`config.mk`:
```
export PLATFORM = sky130hd
export DESIGN_NAME = vga_frame_scanout
export DESIGN_NICKNAME = d
export VERILOG_FILES = /design/src/rtl/vga_frame_scanout.sv
export SDC_FILE = /design/constraint.sdc
export NUM_CORES = 1
export LEC_CHECK = 0
export BUFFER_PORTS_ARGS = -buffer_cell sky130_fd_sc_hd__buf_2
export CAP_MARGIN = 20
export CORE_MARGIN = 1.5
export CORE_UTILIZATION = 35
export DETAILED_ROUTE_END_ITERATION = 12
export MAX_ROUTING_LAYER = met4
export SLEW_MARGIN = 0
export SYNTH_ARGS = -nofsm -noshare
export SYNTH_HDL_FRONTEND = slang
export SYNTH_SLANG_ARGS = --single-unit
```
`constraint.sdc`:
```
create_clock -name clk -period 7.95 [get_ports clk]
set_input_delay 2.385 -clock clk [delete_from_list [all_inputs] [get_ports clk]]
set_output_delay 2.385 -clock clk [all_outputs]
set_load 0.05 [all_outputs]
```
`src/rtl/vga_frame_scanout.sv`:
```
// 640x480@60 VGA scan-out of an 8-bit grayscale frame buffer. The zoomed image is centred
// and surrounded by a border level. RAM addresses are built incrementally, without multipliers.
module vga_frame_scanout #(
  parameter int         H_VIS  = 640,
  parameter int         H_FP   = 16,
  parameter int         H_SYNC = 96,
  parameter int         H_BP   = 48,
  parameter int         V_VIS  = 480,
  parameter int         V_FP   = 10,
  parameter int         V_SYNC = 2,
  parameter int         V_BP   = 33,
  parameter logic [7:0] BORDER = 8'h00
) (
  input  logic        clk,
  input  logic        rst,
  input  logic        pix_en,
  input  logic [1:0]  zoom_select,
  input  logic        busy,
  output logic [18:0] ram_rd_addr,
  input  logic [7:0]  ram_rd_data,
  output logic        vga_hs,
  output logic        vga_vs,
  output logic        vga_blank_n,
  output logic [7:0]  vga_r,
  output logic [7:0]  vga_g,
  output logic [7:0]  vga_b,
  output logic        frame_start
);

  localparam logic [9:0] H_MAX    = 10'(H_VIS + H_FP + H_SYNC + H_BP - 1);
  localparam logic [9:0] V_MAX    = 10'(V_VIS + V_FP + V_SYNC + V_BP - 1);
  localparam logic [9:0] H_VIS_C  = 10'(H_VIS);
  localparam logic [9:0] V_VIS_C  = 10'(V_VIS);
  localparam logic [9:0] HS_BEG   = 10'(H_VIS + H_FP);
  localparam logic [9:0] HS_END   = 10'(H_VIS + H_FP + H_SYNC);
  localparam logic [9:0] VS_BEG   = 10'(V_VIS + V_FP);
  localparam logic [9:0] VS_END   = 10'(V_VIS + V_FP + V_SYNC);
  // Quarter, half and full-size image geometry, centred on the visible area.
  localparam logic [9:0] W_Q = 10'(H_VIS / 4);
  localparam logic [9:0] H_Q = 10'(V_VIS / 4);
  localparam logic [9:0] X_Q = 10'((H_VIS - H_VIS / 4) / 2);
  localparam logic [9:0] Y_Q = 10'((V_VIS - V_VIS / 4) / 2);
  localparam logic [9:0] W_H = 10'(H_VIS / 2);
  localparam logic [9:0] H_H = 10'(V_VIS / 2);
  localparam logic [9:0] X_H = 10'((H_VIS - H_VIS / 2) / 2);
  localparam logic [9:0] Y_H = 10'((V_VIS - V_VIS / 2) / 2);

  logic [9:0]  h_cnt_q, h_cnt_d, v_cnt_q, v_cnt_d;
  logic [1:0]  size_q;
  logic        hold_q;
  logic [18:0] row_base_q;
  logic        frame_start_q;

  logic [9:0]  img_w_p0, img_h_p0, x_off_p0, y_off_p0, x_rel_p0;
  logic [10:0] x_end_p0, y_end_p0;
  logic        line_end_p0, frame_end_p0, in_x_p0, in_y_p0, in_img_p0;
  logic        hs_p0, vs_p0, act_p0;
  logic [18:0] addr_p0;

  logic [18:0] addr_p1_q;
  logic        hs_p1_q, vs_p1_q, act_p1_q, in_img_p1_q;

  logic        hs_p2_q, vs_p2_q, blank_n_p2_q;
  logic [7:0]  gray_p2_q;

  function automatic logic [7:0] pick_pixel(input logic act, input logic in_img,
                                            input logic hold, input logic [7:0] data);
    if (!act)
      return 8'h00;
    else if (in_img)
      return hold ? 8'h00 : data;
    else
      return BORDER;
  endfunction

  // ---- stage 0: counters, geometry and address arithmetic ----
  always_comb begin
    img_w_p0 = W_Q;
    img_h_p0 = H_Q;
    x_off_p0 = X_Q;
    y_off_p0 = Y_Q;
    case (size_q)
      2'b01: begin
        img_w_p0 = W_H;
        img_h_p0 = H_H;
        x_off_p0 = X_H;
        y_off_p0 = Y_H;
      end
      2'b10: begin
        img_w_p0 = H_VIS_C;
        img_h_p0 = V_VIS_C;
        x_off_p0 = '0;
        y_off_p0 = '0;
      end
      default: ;
    endcase
  end

  always_comb begin
    line_end_p0  = (h_cnt_q == H_MAX);
    frame_end_p0 = line_end_p0 && (v_cnt_q == V_MAX);
    h_cnt_d      = line_end_p0 ? '0 : h_cnt_q + 10'd1;
    v_cnt_d      = v_cnt_q;
    if (line_end_p0)
      v_cnt_d = (v_cnt_q == V_MAX) ? '0 : v_cnt_q + 10'd1;
    hs_p0     = !((h_cnt_q >= HS_BEG) && (h_cnt_q < HS_END));
    vs_p0     = !((v_cnt_q >= VS_BEG) && (v_cnt_q < VS_END));
    act_p0    = (h_cnt_q < H_VIS_C) && (v_cnt_q < V_VIS_C);
    x_end_p0  = {1'b0, x_off_p0} + {1'b0, img_w_p0};
    y_end_p0  = {1'b0, y_off_p0} + {1'b0, img_h_p0};
    in_x_p0   = (h_cnt_q >= x_off_p0) && ({1'b0, h_cnt_q} < x_end_p0);
    in_y_p0   = (v_cnt_q >= y_off_p0) && ({1'b0, v_cnt_q} < y_end_p0);
    in_img_p0 = in_x_p0 && in_y_p0;
    x_rel_p0  = h_cnt_q - x_off_p0;
    addr_p0   = in_img_p0 ? row_base_q + {9'd0, x_rel_p0} : '0;
  end

  always_ff @(posedge clk or posedge rst) begin
    if (rst) begin
      h_cnt_q    <= '0;
      v_cnt_q    <= '0;
      size_q     <= 2'b00;
      hold_q     <= 1'b0;
      row_base_q <= '0;
    end else if (pix_en) begin
      h_cnt_q <= h_cnt_d;
      v_cnt_q <= v_cnt_d;
      // Image size and hold are sampled only at the frame boundary so a frame never tears.
      if (frame_end_p0) begin
        size_q     <= zoom_select;
        hold_q     <= busy;
        row_base_q <= '0;
      end else if (line_end_p0 && in_y_p0) begin
        row_base_q <= row_base_q + {9'd0, img_w_p0};
      end
    end
  end

  always_ff @(posedge clk or posedge rst) begin
    if (rst)
      frame_start_q <= 1'b0;
    else
      frame_start_q <= pix_en && frame_end_p0;
  end

  // ---- stage 1: RAM address and timing flags ----
  always_ff @(posedge clk or posedge rst) begin
    if (rst) begin
      addr_p1_q   <= '0;
      hs_p1_q     <= 1'b1;
      vs_p1_q     <= 1'b1;
      act_p1_q    <= 1'b0;
      in_img_p1_q <= 1'b0;
    end else if (pix_en) begin
      addr_p1_q   <= addr_p0;
      hs_p1_q     <= hs_p0;
      vs_p1_q     <= vs_p0;
      act_p1_q    <= act_p0;
      in_img_p1_q <= in_img_p0;
    end
  end

  // ---- stage 2: RAM data joins the delayed sync/blank ----
  always_ff @(posedge clk or posedge rst) begin
    if (rst) begin
      hs_p2_q      <= 1'b1;
      vs_p2_q      <= 1'b1;
      blank_n_p2_q <= 1'b0;
      gray_p2_q    <= 8'h00;
    end else if (pix_en) begin
      hs_p2_q      <= hs_p1_q;
      vs_p2_q      <= vs_p1_q;
      blank_n_p2_q <= act_p1_q;
      gray_p2_q    <= pick_pixel(act_p1_q, in_img_p1_q, hold_q, ram_rd_data);
    end
  end

  assign ram_rd_addr = addr_p1_q;
  assign vga_hs      = hs_p2_q;
  assign vga_vs      = vs_p2_q;
  assign vga_blank_n = blank_n_p2_q;
  assign vga_r       = gray_p2_q;
  assign vga_g       = gray_p2_q;
  assign vga_b       = gray_p2_q;
  assign frame_start = frame_start_q;

endmodule
```
==> results.py, run 1 <==
metrics = {
    "setup_path": {
        "cpPeakStageDelay_ns": 0.59,
        "end_kind": "flip-flop",
        "rr_worst_depth": 17,
        "regToRegStartpoint": "size_q[0]$_DFFE_PP0P_",
        "path_cells": "buf_2, and2_1, and2_1, and2_1, nand3_1, or3_1, a21oi_1",
        "rrSetupSlack_ns": 4.14,
        "cp.arrival_ns": 4.81,
        "slowest_stage": "buf_2",
        "critPathLaunchType": "primary input",
        "crit_fanout": 44,
        "worstPathRequired_ns": 8.21,
        "crit_top_cell": "and2_1",
        "r2r_end": "ram_rd_addr[13]$_DFFE_PP0P_",
        "path_class": "primary input to flip-flop",
    },
    "timing": {
        "finalSetupViolations": 0,
        "skew_ns": 0.00732,
        "hold_slack_ns": 0.491,
        "slew-limit-headroom": 0.386,
        "finalCritPeriodShare": 0.572,
        "hold_viol_final": 0,
        "finalCriticalPeriod_ns": 4.55,
        "max_freq_mhz": 220,
        "tightest_slew_ns": 0.920,
        "slew_violations": 0,
        "rsz0062_at_grt": "no",
        "setup_tns_ns": 0,
    },
    "global_route": {
        "grt_antenna_before_repair": 0,
        "grt_max_degree": 73,
        "grt_pass1_wl_um": 16300,
        "grt_overflow": 0,
        "grt_use_total": 0.160,
        "grt_pass1_vias": 3241,
    },
    "clocking": {
        "cts.sinks": 72,
        "hold_buffers": 0,
        "post_cts_resized": 0,
        "cts_buffers": 9,
        "cts-root-buf": "clkbuf_16",
        "clk_latency_ns": 0.34,
        "clock_path_buffers": 2,
        "h-tree-depth": 3,
        "cts_tree": "built",
        "cts.clk_slew.worst_paths_ns": 0.06,
        "cts_setup_buffers": 0,
    },
    "die": {
        "num_rows": 41,
        "boundaryPins": 61,
        "fp.dieW_um": 117,
        "coreArea_um2": 12600,
        "die_y_um": 117,
        "die_area_um2": 13600,
        "start_util": 0.358,
    },
    "placement": {
        "placed_cells": 683,
        "place_congestion": 0.879,
        "dp.final_hpwl_um": 7180,
        "port_buffers": 60,
    },
    "pwr": {
        "p_per_area_nw_per_um2": 186,
        "power_mw": 0.945,
        "p_leak_nw": 2.43,
        "peakVddDrop_mv": 0.0974,
    },
    "final_layout": {
        "nNetsFinal": 570,
        "diodes": 0,
        "stdcell_count": 699,
        "drive_above_1_share": 0.190,
        "area_growth_pct": 12.5,
        "layout_commonest_cell": "dfrtp_1",
        "mostFrequentLayoutCells": "68 x dfrtp_1, 60 x buf_2, 46 x nand2_1",
    },
    "synthesis": {
        "ys.flop_type": "dfrtp_1",
        "synth_top_area_frac": 0.377,
        "syn-instance-count": 487,
        "async_flop_share": 1.00,
        "yosys.area.top_type": "dfrtp_1",
        "syn_area_um2": 4510,
        "ys_seq_area_frac": 0.400,
        "avgSynthCellArea_um2": 9.27,
        "ys_seq_elements": 72,
        "synth_edf_count": 0,
        "synth_cell_types": 62,
        "synth_warnings": 0,
        "netlist_top_cells_area": "dfrtp_1 38%, ha_1 9.1%, xnor2_1 3.9%",
        "syn-num-nets": 535,
    },
    "drt": {
        "drc_errors": 0,
        "wire_per_inst_um": 14.4,
        "routed-via-count": 3527,
        "drt_iter0_drc": 212,
        "first_pass_iters": 4,
        "via_per_inst": 5.05,
        "wirelength_um": 10100,
        "drtAntennaViolNets": 0,
    },
    "worst_hold_path": {
        "hp-class": "flip-flop to flip-flop",
        "hold_depth": 2,
        "holdPathEnd": "vs_p1_q$_DFFE_PP1P_",
        "min-delay-start": "vs_p1_q$_DFFE_PP1P_",
    },
    "job": {
        "max_cap_viol_count": 0,
    },
    "run_status": {
        "status": "completed",
    },
}
-- registers in the layout, summed over array words and instances (netlist names) --
| signal | flops |
|---|---|
| vga_blank_n | 1 |
| vga_b | 8 |
| size_q | 2 |
| h_cnt_q | 10 |
| act_p1_q | 1 |
| in_img_p1_q | 1 |
| v_cnt_q | 10 |
| frame_start | 1 |
| hs_p1_q | 1 |
| vga_vs | 1 |
| row_base_q | 14 |
| vga_hs | 1 |
| hold_q | 1 |
| vs_p1_q | 1 |
| ram_rd_addr | 19 |
-- metrics by stage --
step / area (um^2) / util / setup slack (ns)
floorplan: 4510 / - / 3.75
global placement: 4800 / 0.381 / 3.12
detailed placement: 4800 / 0.381 / 3.07
CTS: 5080 / 0.402 / 3.40
global route: 5080 / 0.402 / 3.19
finish: 5080 / 0.402 / 3.40
-- area by class of cell --
cell class                 instances  area (um^2)
clock buffer                      10          229
clock inverter                     6         46.3
tap                              172          215
fill                            1250         7540
multi-input combinational        331         2300
inverter                          47          176
timing repair buffer              61          308
sequential                        72         1810
-- routing by layer --
layer / part of all wire / up-vias / track usage
li1: - / 1749 / -
met1: 0.48 / 1683 / 0.203
met2: 0.47 / 82 / 0.257
met3: 0.036 / 13 / 0.0249
met4: 0.018 / 0 / 0.0627
met5: 0 / - / -
-- power breakdown --
part	switching, mW	leakage (nW)	internal, mW	total, mW
combinational	0.0850	1.36	0.0659	0.151
clock	0.162	0.129	0.212	0.374
sequential	0.0344	0.941	0.385	0.420
-- kinds of logic (layout without fill, tap and decap cells) --
group	count (synthesis)	count (layout)	synth area share
muxes	11	11	0.0266
DFF	72	72	0.400
xor gates and xnor gates	35	35	0.0679
adders and majority gates	34	34	0.0959
AOI/OAI and AO/OA	121	121	0.169
and+or+nand+nor	130	130	0.149
buffers and inverters	84	124	0.0907
-- Yosys cell counts, types with 4 or more instances --
| library cell | count |
|---|---|
| dfrtp_1 | 68 |
| inv_1 | 46 |
| nand2_1 | 46 |
| ha_1 | 33 |
| o21ai_0 | 26 |
| nor2_1 | 24 |
| xnor2_1 | 20 |
| a21oi_1 | 19 |
| o22ai_1 | 19 |
| buf_4 | 17 |
| xor2_1 | 15 |
| nand3_1 | 13 |
| a31oi_1 | 11 |
| clkbuf_1 | 11 |
| and2_1 | 9 |
| o21ai_1 | 8 |
| mux2_2 | 7 |
| a21o_1 | 6 |
| and3_1 | 6 |
| buf_2 | 6 |
| o211ai_1 | 5 |
| a211oi_1 | 4 |
| dfstp_2 | 4 |
| nand2b_1 | 4 |
| o2bb2ai_1 | 4 |
-- worst max-delay path by stage --
stage / to / from / cells past startpoint
after global placement: v_cnt_q[9]$_DFFE_PP0P_ / pix_en / 7
final: v_cnt_q[9]$_DFFE_PP0P_ / pix_en / 7
after floorplan: act_p1_q$_DFFE_PP0P_ / rst / 1
after global routing: v_cnt_q[9]$_DFFE_PP0P_ / pix_en / 7
after detailed placement: v_cnt_q[9]$_DFFE_PP0P_ / pix_en / 7
after CTS: v_cnt_q[9]$_DFFE_PP0P_ / pix_en / 7
-- worst max-delay path, delay by kind of cell --
| family | cells | cell delay [ns] |
|---|---|---|
| AOI/OAI and AO/OA | 1 | 0.15 |
| and+or+nand+nor | 5 | 1.66 |
| buffers and inverters | 1 | 0.59 |
(Power assumes the default switching activity.)
==> run 2, diff against run 1 <==
Clock period 7.95 ns to 3.7 ns, I/O delays scaled along.
==> results.py, run 2 (synthesis gave the netlist of run 1 again) <==
metrics = {
    "run_status": {
        "status": "completed",
    },
    "setup_path": {
        "cp.arrival_ns": 3.54,
        "crit_fanout": 7,
        "path_class": "flip-flop to flip-flop",
        "critPathLaunchType": "flip-flop",
        "crit_family": "compound AO/OA/AOI/OAI gates",
        "rr_worst_depth": 17,
        "path_cells": "inv_1, ha_4, nand2b_1, ha_1, a21o_1, a21oi_2, nor2_1, o21ai_0, o21ai_0, xnor2_1, ha_1, o21ai_0, o21ai_1, o211a_2, nand3_1, xor2_1, o22ai_1",
        "worstPathRequired_ns": 3.90,
        "regToRegStartpoint": "size_q[0]$_DFFE_PP0P_",
        "end_kind": "flip-flop",
        "crit_top_cell": "o21ai_0",
        "rrSetupSlack_ns": 0.36,
        "path_buf_inv": 1,
        "r2r_end": "ram_rd_addr[14]$_DFFE_PP0P_",
        "slowest_stage": "dfrtp_1",
        "cpPeakStageDelay_ns": 0.38,
    },
    "timing": {
        "skew_ns": 0.00508,
        "setup_tns_ns": 0,
        "slew_violations": 0,
        "slew-limit-headroom": 0.422,
        "finalCriticalPeriod_ns": 3.34,
        "tightest_slew_ns": 0.861,
        "finalCritPeriodShare": 0.904,
        "hold_slack_ns": 0.498,
        "max_freq_mhz": 299,
        "finalSetupViolations": 0,
        "hold_viol_final": 0,
        "rsz0062_at_grt": "no",
    },
    "drt": {
        "wirelength_um": 10200,
        "routed-via-count": 3515,
        "wire_per_inst_um": 14.5,
        "first_pass_iters": 4,
        "drtAntennaViolNets": 0,
        "drt_iter0_drc": 217,
        "drc_errors": 0,
        "via_per_inst": 4.96,
    },
    "clocking": {
        "cts.clk_slew.worst_paths_ns": 0.06,
        "cts_tree": "built",
        "clk_latency_ns": 0.34,
        "cts_buffers": 9,
        "hold_buffers": 0,
        "h-tree-depth": 3,
        "cts-root-buf": "clkbuf_16",
        "cts.sinks": 72,
        "clock_path_buffers": 2,
    },
    "final_layout": {
        "largest_reg_flops": 19,
        "nNetsFinal": 579,
        "drive_above_1_share": 0.211,
        "area_growth_pct": 15.7,
        "multiInputGateArea_um2": 2310,
        "regArea_um2": 1810,
        "layout_commonest_cell": "dfrtp_1",
        "mostFrequentLayoutCells": "68 x dfrtp_1, 60 x buf_2, 46 x nand2_1",
        "nFillCells": 1261,
        "finalCoreUtilization": 0.414,
        "diodes": 0,
    },
    "pwr": {
        "p_int_mw": 1.59,
        "p_per_area_nw_per_um2": 419,
        "netSwitchingPower_mw": 0.595,
        "power_switching_share": 0.272,
        "combinationalPowerShare": 0.171,
        "power_frac_seq": 0.402,
        "peakVddDrop_mv": 0.236,
        "clock_power_share": 0.427,
        "p_leak_nw": 2.51,
    },
    "global_route": {
        "grt_pass1_wl_um": 16800,
        "grt_max_degree": 73,
        "grt_overflow": 0,
        "grt_use_total": 0.164,
        "grt_pass1_vias": 3331,
        "grt_antenna_before_repair": 0,
    },
    "die": {
        "die_y_um": 117,
        "coreArea_um2": 12600,
        "start_util": 0.358,
        "fp.dieW_um": 117,
        "boundaryPins": 61,
        "die_area_um2": 13600,
        "num_rows": 41,
    },
    "worst_hold_path": {
        "holdPathEnd": "hold_q$_DFFE_PP0P_",
        "hold_depth": 1,
        "min-delay-start": "hold_q$_DFFE_PP0P_",
        "hp-class": "flip-flop to flip-flop",
    },
    "job": {
        "max_cap_viol_count": 0,
    },
    "placement": {
        "dp.final_hpwl_um": 7420,
        "port_buffers": 60,
        "place_congestion": 0.907,
    },
}
run 2: changes by cell type in the layout (fill, tap and decap cells not counted), sizes merged:
cell      previous run  this run
clkinvlp             2         1
bufinv               0         2
clkinv               4         3
buf                 61        70
run 2: what timing repair did:
action,CTS,global route
buffers inserted,0,1
gates resized for setup,0,5
setup endpoints to repair,0,9
run 2: through the flow:
step           cell area (um^2)  power, mW  instances  setup WS (ns)
5_1_grt                    5220       2.30        708         0.0420
3_3_place_gp               4880       1.25        691          0.301
6_report                   5220       2.19        708          0.356
3_5_place_dp               4880       1.26        691          0.143
2_1_floorplan              4510       1.15        487          0.494
4_1_cts                    5200       2.21        707          0.121
run 2: worst max path at each step:
stage / from / end / slack, ns / depth (start not counted)
2_1_floorplan: size_q[0]$_DFFE_PP0P_ / ram_rd_addr[14]$_DFFE_PP0P_ / 0.49 / 18
3_3_place_gp: size_q[0]$_DFFE_PP0P_ / ram_rd_addr[14]$_DFFE_PP0P_ / 0.30 / 17
4_1_cts: size_q[0]$_DFFE_PP0P_ / ram_rd_addr[14]$_DFFE_PP0P_ / 0.12 / 17
5_1_grt: size_q[0]$_DFFE_PP0P_ / ram_rd_addr[16]$_DFFE_PP0P_ / 0.04 / 17
3_5_place_dp: size_q[0]$_DFFE_PP0P_ / ram_rd_addr[14]$_DFFE_PP0P_ / 0.14 / 17
6_report: size_q[0]$_DFFE_PP0P_ / ram_rd_addr[14]$_DFFE_PP0P_ / 0.36 / 17
run 2: metal layers:
| metal | part of all wire | wire length (um) | track usage |
|---|---|---|---|
| met2 | 0.45 | 4610 | 0.262 |
| met4 | 0.016 | 165 | 0.0570 |
| met1 | 0.49 | 5010 | 0.208 |
| met3 | 0.044 | 451 | 0.0311 |
| met5 | 0 | 0 | - |
run 2: area by class of cell:
type	count	area share
Timing Repair Buffer	70	0.0743
Tap cell	172	0.0412
Multi-Input combinational cell	331	0.443
Sequential cell	72	0.346
Clock buffer	10	0.0458
Inverter	47	0.0338
Clock inverter	6	0.0158
run 2: power groups by stage:
stage / Clock, mW / Sequential (mW) / Combinational [mW]
after floorplan: 0 / 0.884 / 0.266
after global placement: 0 / 0.892 / 0.359
after detailed placement: 0 / 0.891 / 0.369
after CTS: 0.955 / 0.878 / 0.372
after global routing: 0.987 / 0.884 / 0.428
final: 0.933 / 0.880 / 0.374
run 2: worst reg2reg max path, stage by stage (launching register included):
cell      delay [ns]
dfrtp_1         0.38
inv_1           0.12
ha_4            0.33
nand2b_1        0.13
ha_1            0.20
a21o_1          0.19
a21oi_2         0.18
nor2_1          0.05
o21ai_0         0.14
o21ai_0         0.14
xnor2_1         0.15
ha_1            0.30
o21ai_0         0.14
o21ai_1         0.15
o211a_2         0.27
nand3_1         0.11
xor2_1          0.15
o22ai_1         0.08
